[src/rtl/seg7_pkg.sv]
// Shared definitions for the Segment7 display path: BCD digit constants,
// direction encoding and a nibble validity helper.
package seg7_pkg;

    localparam int BCD_W = 4;
    localparam logic [BCD_W-1:0] BCD_MAX = 4'd9;

    localparam logic UP   = 1'b0;
    localparam logic DOWN = 1'b1;

    function automatic logic is_bcd(input logic [BCD_W-1:0] nib);
        return (nib <= BCD_MAX);
    endfunction

endpackage

[src/rtl/bcd_digit.sv]
// One decimal digit of the BCD up/down counter: load, step with carry/borrow
// out, and a limit indication for the current direction.
module bcd_digit
    import seg7_pkg::*;
(
    input  logic             clk,
    input  logic             rst_n,
    input  logic             step_in,
    input  logic             dir,
    input  logic             load,
    input  logic [BCD_W-1:0] load_nib,
    input  logic             wrap_en,
    output logic [BCD_W-1:0] digit,
    output logic             carry_out,
    output logic             at_limit
);

    assign at_limit  = (dir == UP) ? (digit == BCD_MAX) : (digit == '0);
    assign carry_out = step_in & at_limit;

    // wrap_en low freezes every digit so the whole counter saturates together
    always_ff @(posedge clk or negedge rst_n) begin
        if (!rst_n) begin
            digit <= '0;
        end else if (load) begin
            digit <= is_bcd(load_nib) ? load_nib : '0;
        end else if (step_in && wrap_en) begin
            if (at_limit)
                digit <= (dir == UP) ? '0 : BCD_MAX;
            else if (dir == UP)
                digit <= digit + 4'd1;
            else
                digit <= digit - 4'd1;
        end
    end

endmodule

[src/rtl/bcd_updown_counter.sv]
// Multi-digit BCD up/down counter with prescaled enable, parallel load,
// wrap/saturate limits and a terminal-count pulse.
module bcd_updown_counter
    import seg7_pkg::*;
#(
    parameter int DIGITS = 3,
    parameter int DIV    = 1,
    parameter int WRAP   = 1
) (
    input  logic                  CE,
    input  logic                  RESET,
    input  logic                  EN,
    input  logic                  REVERSE,
    input  logic                  LOAD,
    input  logic [4*DIGITS-1:0]   LOAD_VAL,
    output logic [4*DIGITS-1:0]   CNT,
    output logic                  TC,
    output logic                  LOAD_ERR
);

    localparam int PW = (DIV > 1) ? $clog2(DIV) : 1;
    localparam logic [PW-1:0] PRE_LAST = PW'(DIV - 1);

    logic [PW-1:0]     pre;
    logic              tick;
    logic [DIGITS-1:0] carries;
    logic [DIGITS-1:0] limits;
    logic              all_at_limit;
    logic              wrap_en;
    logic              load_bad;

    assign tick         = EN & ~LOAD & (pre == PRE_LAST);
    assign all_at_limit = &limits;
    assign wrap_en      = (WRAP != 0) | ~all_at_limit;

    always_ff @(posedge CE or negedge RESET) begin
        if (!RESET)
            pre <= '0;
        else if (LOAD)
            pre <= '0;
        else if (EN)
            pre <= tick ? '0 : pre + PW'(1);
    end

    genvar i;
    generate
        for (i = 0; i < DIGITS; i++) begin : g_digit
            bcd_digit u_digit (
                .clk      (CE),
                .rst_n    (RESET),
                .step_in  ((i == 0) ? tick : carries[(i == 0) ? 0 : i-1]),
                .dir      (REVERSE),
                .load     (LOAD),
                .load_nib (LOAD_VAL[4*i +: 4]),
                .wrap_en  (wrap_en),
                .digit    (CNT[4*i +: 4]),
                .carry_out(carries[i]),
                .at_limit (limits[i])
            );
        end
    endgenerate

    always_comb begin
        load_bad = 1'b0;
        for (int k = 0; k < DIGITS; k++)
            load_bad = load_bad | ~is_bcd(LOAD_VAL[4*k +: 4]);
    end

    // the top digit's carry is exactly a tick taken with every digit at its limit
    always_ff @(posedge CE or negedge RESET) begin
        if (!RESET) begin
            TC       <= 1'b0;
            LOAD_ERR <= 1'b0;
        end else if (LOAD) begin
            TC       <= 1'b0;
            LOAD_ERR <= load_bad;
        end else begin
            TC       <= carries[DIGITS-1];
        end
    end

endmodule

[config.mk]
export PLATFORM = sky130hd
export DESIGN_NAME = bcd_updown_counter
export DESIGN_NICKNAME = d
export VERILOG_FILES = /design/src/rtl/seg7_pkg.sv /design/src/rtl/bcd_digit.sv /design/src/rtl/bcd_updown_counter.sv
export SDC_FILE = /design/constraint.sdc
export NUM_CORES = 1
export LEC_CHECK = 0
export ABC_AREA = 1
export CORE_ASPECT_RATIO = 0.6
export CORE_MARGIN = 2
export CORE_UTILIZATION = 40
export DETAILED_ROUTE_END_ITERATION = 10
export DONT_BUFFER_PORTS = 1
export GPL_TIMING_DRIVEN = 0
export PLACE_DENSITY = 0.62
export RECOVER_POWER = 25
export REMOVE_ABC_BUFFERS = 1
export SLEW_MARGIN = 0
export SYNTH_ARGS = -nofsm -noshare
export SYNTH_HDL_FRONTEND = slang
export SYNTH_SLANG_ARGS = --single-unit
export TNS_END_PERCENT = 5
[constraint.sdc]
create_clock -name CE -period 1.9 [get_ports CE]
set_clock_uncertainty 0.1 [all_clocks]
set_input_delay 0.285 -clock CE [delete_from_list [all_inputs] [get_ports CE]]
set_output_delay 0.285 -clock CE [all_outputs]
set_load 0.01 [all_outputs]
==> After elaboration in Yosys (flattened, before gate mapping) <==
Index checks and enable logic that the tools add are counted.
{ "word_totals": {"ff_bits": 15, "in_bits": 17} }
{ "op_classes": {"eq_ne": 3, "muxes": 23, "bitwise": 12, "add_sub_neg": 7, "magnitude_cmp": 3, "reduce_logical": 7} }
{ "ops": {"columns": ["op", "n"], "rows": [
  ["$mux 4", 16],
  ["$add 4x1->4 const B", 3],
  ["$eq 4x4->1 const B", 3],
  ["$le 4x4->1 const B", 3],
  ["$logic_not 4->1", 3],
  ["$sub 4x1->4 const B", 3],
  ["$reduce_bool 2->1", 4],
  ["$mux 1", 7],
  ["$and 1x1->1", 5],
  ["$not 1->1", 5],
  ["$or 1x1->1", 2],
  ["$add 1x1->1 const B", 1]
]} }

==> Longest topological paths before layout <==
{ "logic_depth": {"word_depth": 7, "mapped_depth": 11, "ltp_nobuf": 10} }

==> Cells and area by module <==
A second synthesis with hierarchy kept.
{ "hier_totals": {"hier_cells": 190, "area_unflattened_um2": 1321.3} }
{ "by_module_without_submodules": {"columns": ["module", "cells_each", "n_inst", "area_each_um2"], "rows": [
  ["bcd_digit", 58, 3, 395.4],
  ["bcd_updown_counter", 16, 1, 135.1]
]} }

==> Worst setup path before layout <==
No wires, ideal clock.
{ "synth_timing": {"kind": "register to register", "start": "reg g_digit[2].u_digit.digit[0]", "end": "reg g_digit[2].u_digit.digit[1]", "period_less_slack_ns": 1.657, "stages_incl_launch_ff": 7, "arrival_time_ns": 1.492, "path_slack_ns": 0.243, "setup_ns": 0.065, "path_cell_list": "dfrtp_1 > inv_1 > fa_1 > or2_2 > o21ai_0 > nand2_1 > nand2_1"} }
{ "synth_via": {"elab_chain_len": 5, "word_cells_on_any_way": 9, "classes_between": "2 x add/sub; 1 x eq/ne; 5 x mux; 1 x reduce/logical"} }
{ "synth_rtl": {"columns": ["item", "line_no", "text"], "rows": [
  ["start, declared", "bcd_digit.sv:13", "output logic [BCD_W-1:0] digit,"],
  ["start signal, assigned", "bcd_digit.sv:26", "digit <= is_bcd(load_nib) ? load_nib : '0;"],
  ["start signal, assigned", "bcd_digit.sv:29", "digit <= (dir == UP) ? '0 : BCD_MAX;"],
  ["start signal, assigned", "bcd_digit.sv:31", "digit <= digit + 4'd1;"],
  ["$add 4x1->4, or another cell as far along", "bcd_digit.sv:31", null],
  ["$mux 4 / $mux 1 (equally long branches)", "bcd_digit.sv:30, bcd_digit.sv:18", null],
  ["$mux 4 (*)", "bcd_digit.sv:28", "if (at_limit)"],
  ["$mux 4 (*)", "bcd_digit.sv:27", "end else if (step_in && wrap_en) begin"],
  ["$mux 4 (*)", "bcd_digit.sv:25", "end else if (load) begin"]
]} }
Every way passes the cells marked *; elsewhere a longest branch is shown, timed or not. The select of a mux whose other input is x is not followed.
A chain may end at the register's enable or synchronous reset.

==> Worst setup path in the final report <==
Ends and elaborated chain as after synthesis.

==> impl_metrics.json <==
{
  "antenna_found_initial": 0,
  "layout_min_cycle_time_ns": 1.81,
  "synth-warning-count": 0,
  "die_area_sq_um": 3610,
  "die_y_um": 47.4,
  "ys.flop_type": "dfrtp_1",
  "endpoint_kind": "flop",
  "arrival_ns": 1.90,
  "p_int_mw": 0.696,
  "syn_inst": 179,
  "ir_drop_mv": 0.393,
  "syn_avg_cell_area_sq_um": 7.00,
  "htreeDepth": 1,
  "slew_headroom_pct": 51.5,
  "grt_pass1_vias": 1087,
  "routedWlPerCell_um": 13.6,
  "crit_fanout": 6,
  "fin_nets": 209,
  "multi_input_area_sq_um": 761,
  "ys_async_sr_fraction_pct": 100,
  "grt_max_degree": 20,
  "status": "completed",
  "tns_ns": 0,
  "rows": 15,
  "drt_wl_total_mm": 3.05,
  "synth_area_sq_um": 1250,
  "drtIter0Drc": 91,
  "post-place-cells": 217,
  "num_antenna_cells": 0,
  "setup_violations": 0,
  "core_area_sq_um": 2930,
  "cts_buffer_depth": 2,
  "power.share.clock_pct": 22.6,
  "layout_setup_ws_ns": 0.0895,
  "rsz0062_at_grt": "no",
  "initial_core_util_pct": 42.8,
  "final_cells": 224,
  "vias_per_cell": 5.17,
  "drive_gt1_share_pct": 8.79,
  "start_kind": "flop",
  "fill_cells": 309,
  "overflow": 0,
  "slew_viol_final": 0,
  "seq_area_frac_synth_pct": 29.9,
  "post-route-period-util_pct": 95.3,
  "finalPower_mw": 1.17,
  "tightest_slew_ns": 0.725,
  "required_ns": 1.99,
  "cts_sinks": 15,
  "preCtsSetupSlack_ns": 0.0229,
  "leakagePower_nw": 0.727,
  "syn2layout_area_growth_pct": 7.48,
  "dp.final_hpwl_mm": 2.35,
  "clkLatencyLatePin_ns": 0.25,
  "sw_frac_of_total_pct": 40.6,
  "numCtsBuffers": 3,
  "clk_pin_slew_ns": 0.06,
  "cts_root_buffer": "clkbuf_8",
  "register_area_sq_um": 378,
  "layout_common_cells": "58 x nand2_1, 26 x nand3_1, 18 x inv_1",
  "p_sw_mw": 0.476,
  "synth-edff-count": 0,
  "grt_use_total_pct": 18.2,
  "drc": 0,
  "max_freq_mhz": 552,
  "cap_violations": 0,
  "share_comb_of_total_power_pct": 35.9,
  "hp-class": "in2reg",
  "pin_count": 31,
  "drtPass1Iterations": 4,
  "antenna_left": 0,
  "mostFrequentLayoutCell": "nand2_1",
  "hold_viol_final": 0,
  "worstSetupPathType": "reg2reg",
  "cts_tree": "yes",
  "port_buffers": 0,
  "die_w_um": 76.3,
  "gp_congestion": 0.819,
  "grt_pass1_wl_mm": 5.02,
  "num_vias": 1158,
  "synth_cell_types": 30,
  "ys_seq_elements": 15,
  "power_density_nw_per_um2": 870,
  "seqPwrFrac_pct": 41.6
}
==> flip-flops by register name, summed over array words and instances (netlist names) <==
name	count
g_digit.u_digit.digit	12
TC	1
pre	1
LOAD_ERR	1
==> metrics by stage <==
step | area [sq um] | util, % | hold slack, ns
finish | 1350 | 46.0 | 0.0728
global route | 1350 | 46.0 | 0.0632
CTS | 1350 | 45.9 | 0.0648
detailed placement | 1270 | 43.3 | -0.110
global placement | 1270 | 43.3 | -0.110
floorplan | 1220 | - | -0.111
==> routing by layer <==
metal  wire, um  track usage (%)  up-vias
met3        303             7.31        0
met2       1310             31.9       43
met5          0                0        -
li1           -                -      589
met1       1440             22.6      526
met4          0             2.18        0
==> Yosys cell counts (2+ instances only) <==
library cell / count / area share, %
dfrtp_1: 15 / 30
nor2_1: 15 / 4.5
or2_2: 2 / 1.0
nand2_1: 58 / 17
o21ai_0: 9 / 3.6
nand3_1: 26 / 10
ha_1: 6 / 6.0
xor2_1: 2 / 1.4
nand2_2: 2 / 1.0
fa_1: 3 / 4.8
a31oi_1: 2 / 1.0
a21oi_1: 4 / 1.6
inv_1: 18 / 5.4
==> power groups by stage <==
stage                     logic (mW)  clock network (mW)  registers, mW
after CTS                      0.420               0.273          0.487
after detailed placement       0.408                   0          0.494
after global routing           0.492               0.289          0.501
after global placement         0.384                   0          0.492
final                          0.420               0.265          0.487
after floorplan                0.336                   0          0.467
==> path summary, 6_finish.rpt <==
check	startpoint	endpoint	slack, ns	cells past startpoint
worst min register to register	g_digit[1].u_digit.digit[2]	g_digit[1].u_digit.digit[2]	0.51	2
max in group asynchronous	RESET	g_digit[2].u_digit.digit[1]	0.76	1
worst max-delay path	g_digit[2].u_digit.digit[0]	g_digit[2].u_digit.digit[1]	0.09	6
worst min-delay path	LOAD	LOAD_ERR	0.07	1
worst max register to register	g_digit[2].u_digit.digit[0]	g_digit[2].u_digit.digit[1]	0.09	6
min in group asynchronous	RESET	LOAD_ERR	0.43	1
==> worst max-delay path, cell delays in order, from the launching register on <==
cell,delay (ns)
dfrtp_2,0.47
inv_1,0.12
fa_1,0.44
or2_2,0.30
o21ai_0,0.20
nand2_1,0.07
nand2_1,0.05
==> what timing repair did <==
item                                    CTS  global route
hold buffers                              3             0
setup buffers                             0             0
hold endpoints to repair                 16             0
endpoints found under the setup margin    0             1
gates resized for setup                   0             2
==> kinds of logic after synthesis <==
kind of cell / synth area share, %
AOI/OAI and AO/OA: 9.28
DFF: 29.9
buffers and inverters: 9.38
xor gates and xnor gates: 2.10
adders and majority gates: 10.8
and+or+nand+nor: 38.5
==> area by class of cell <==
cell class | count | area share [%]
inverter | 20 | 5.94
timing repair buffer | 3 | 2.23
clock buffer | 3 | 3.06
clock inverter | 1 | 0.371
sequential | 15 | 28.0
multi-input combinational | 140 | 56.5
tap | 42 | 3.90
Note: power is estimated with default switching activity, not from simulation.
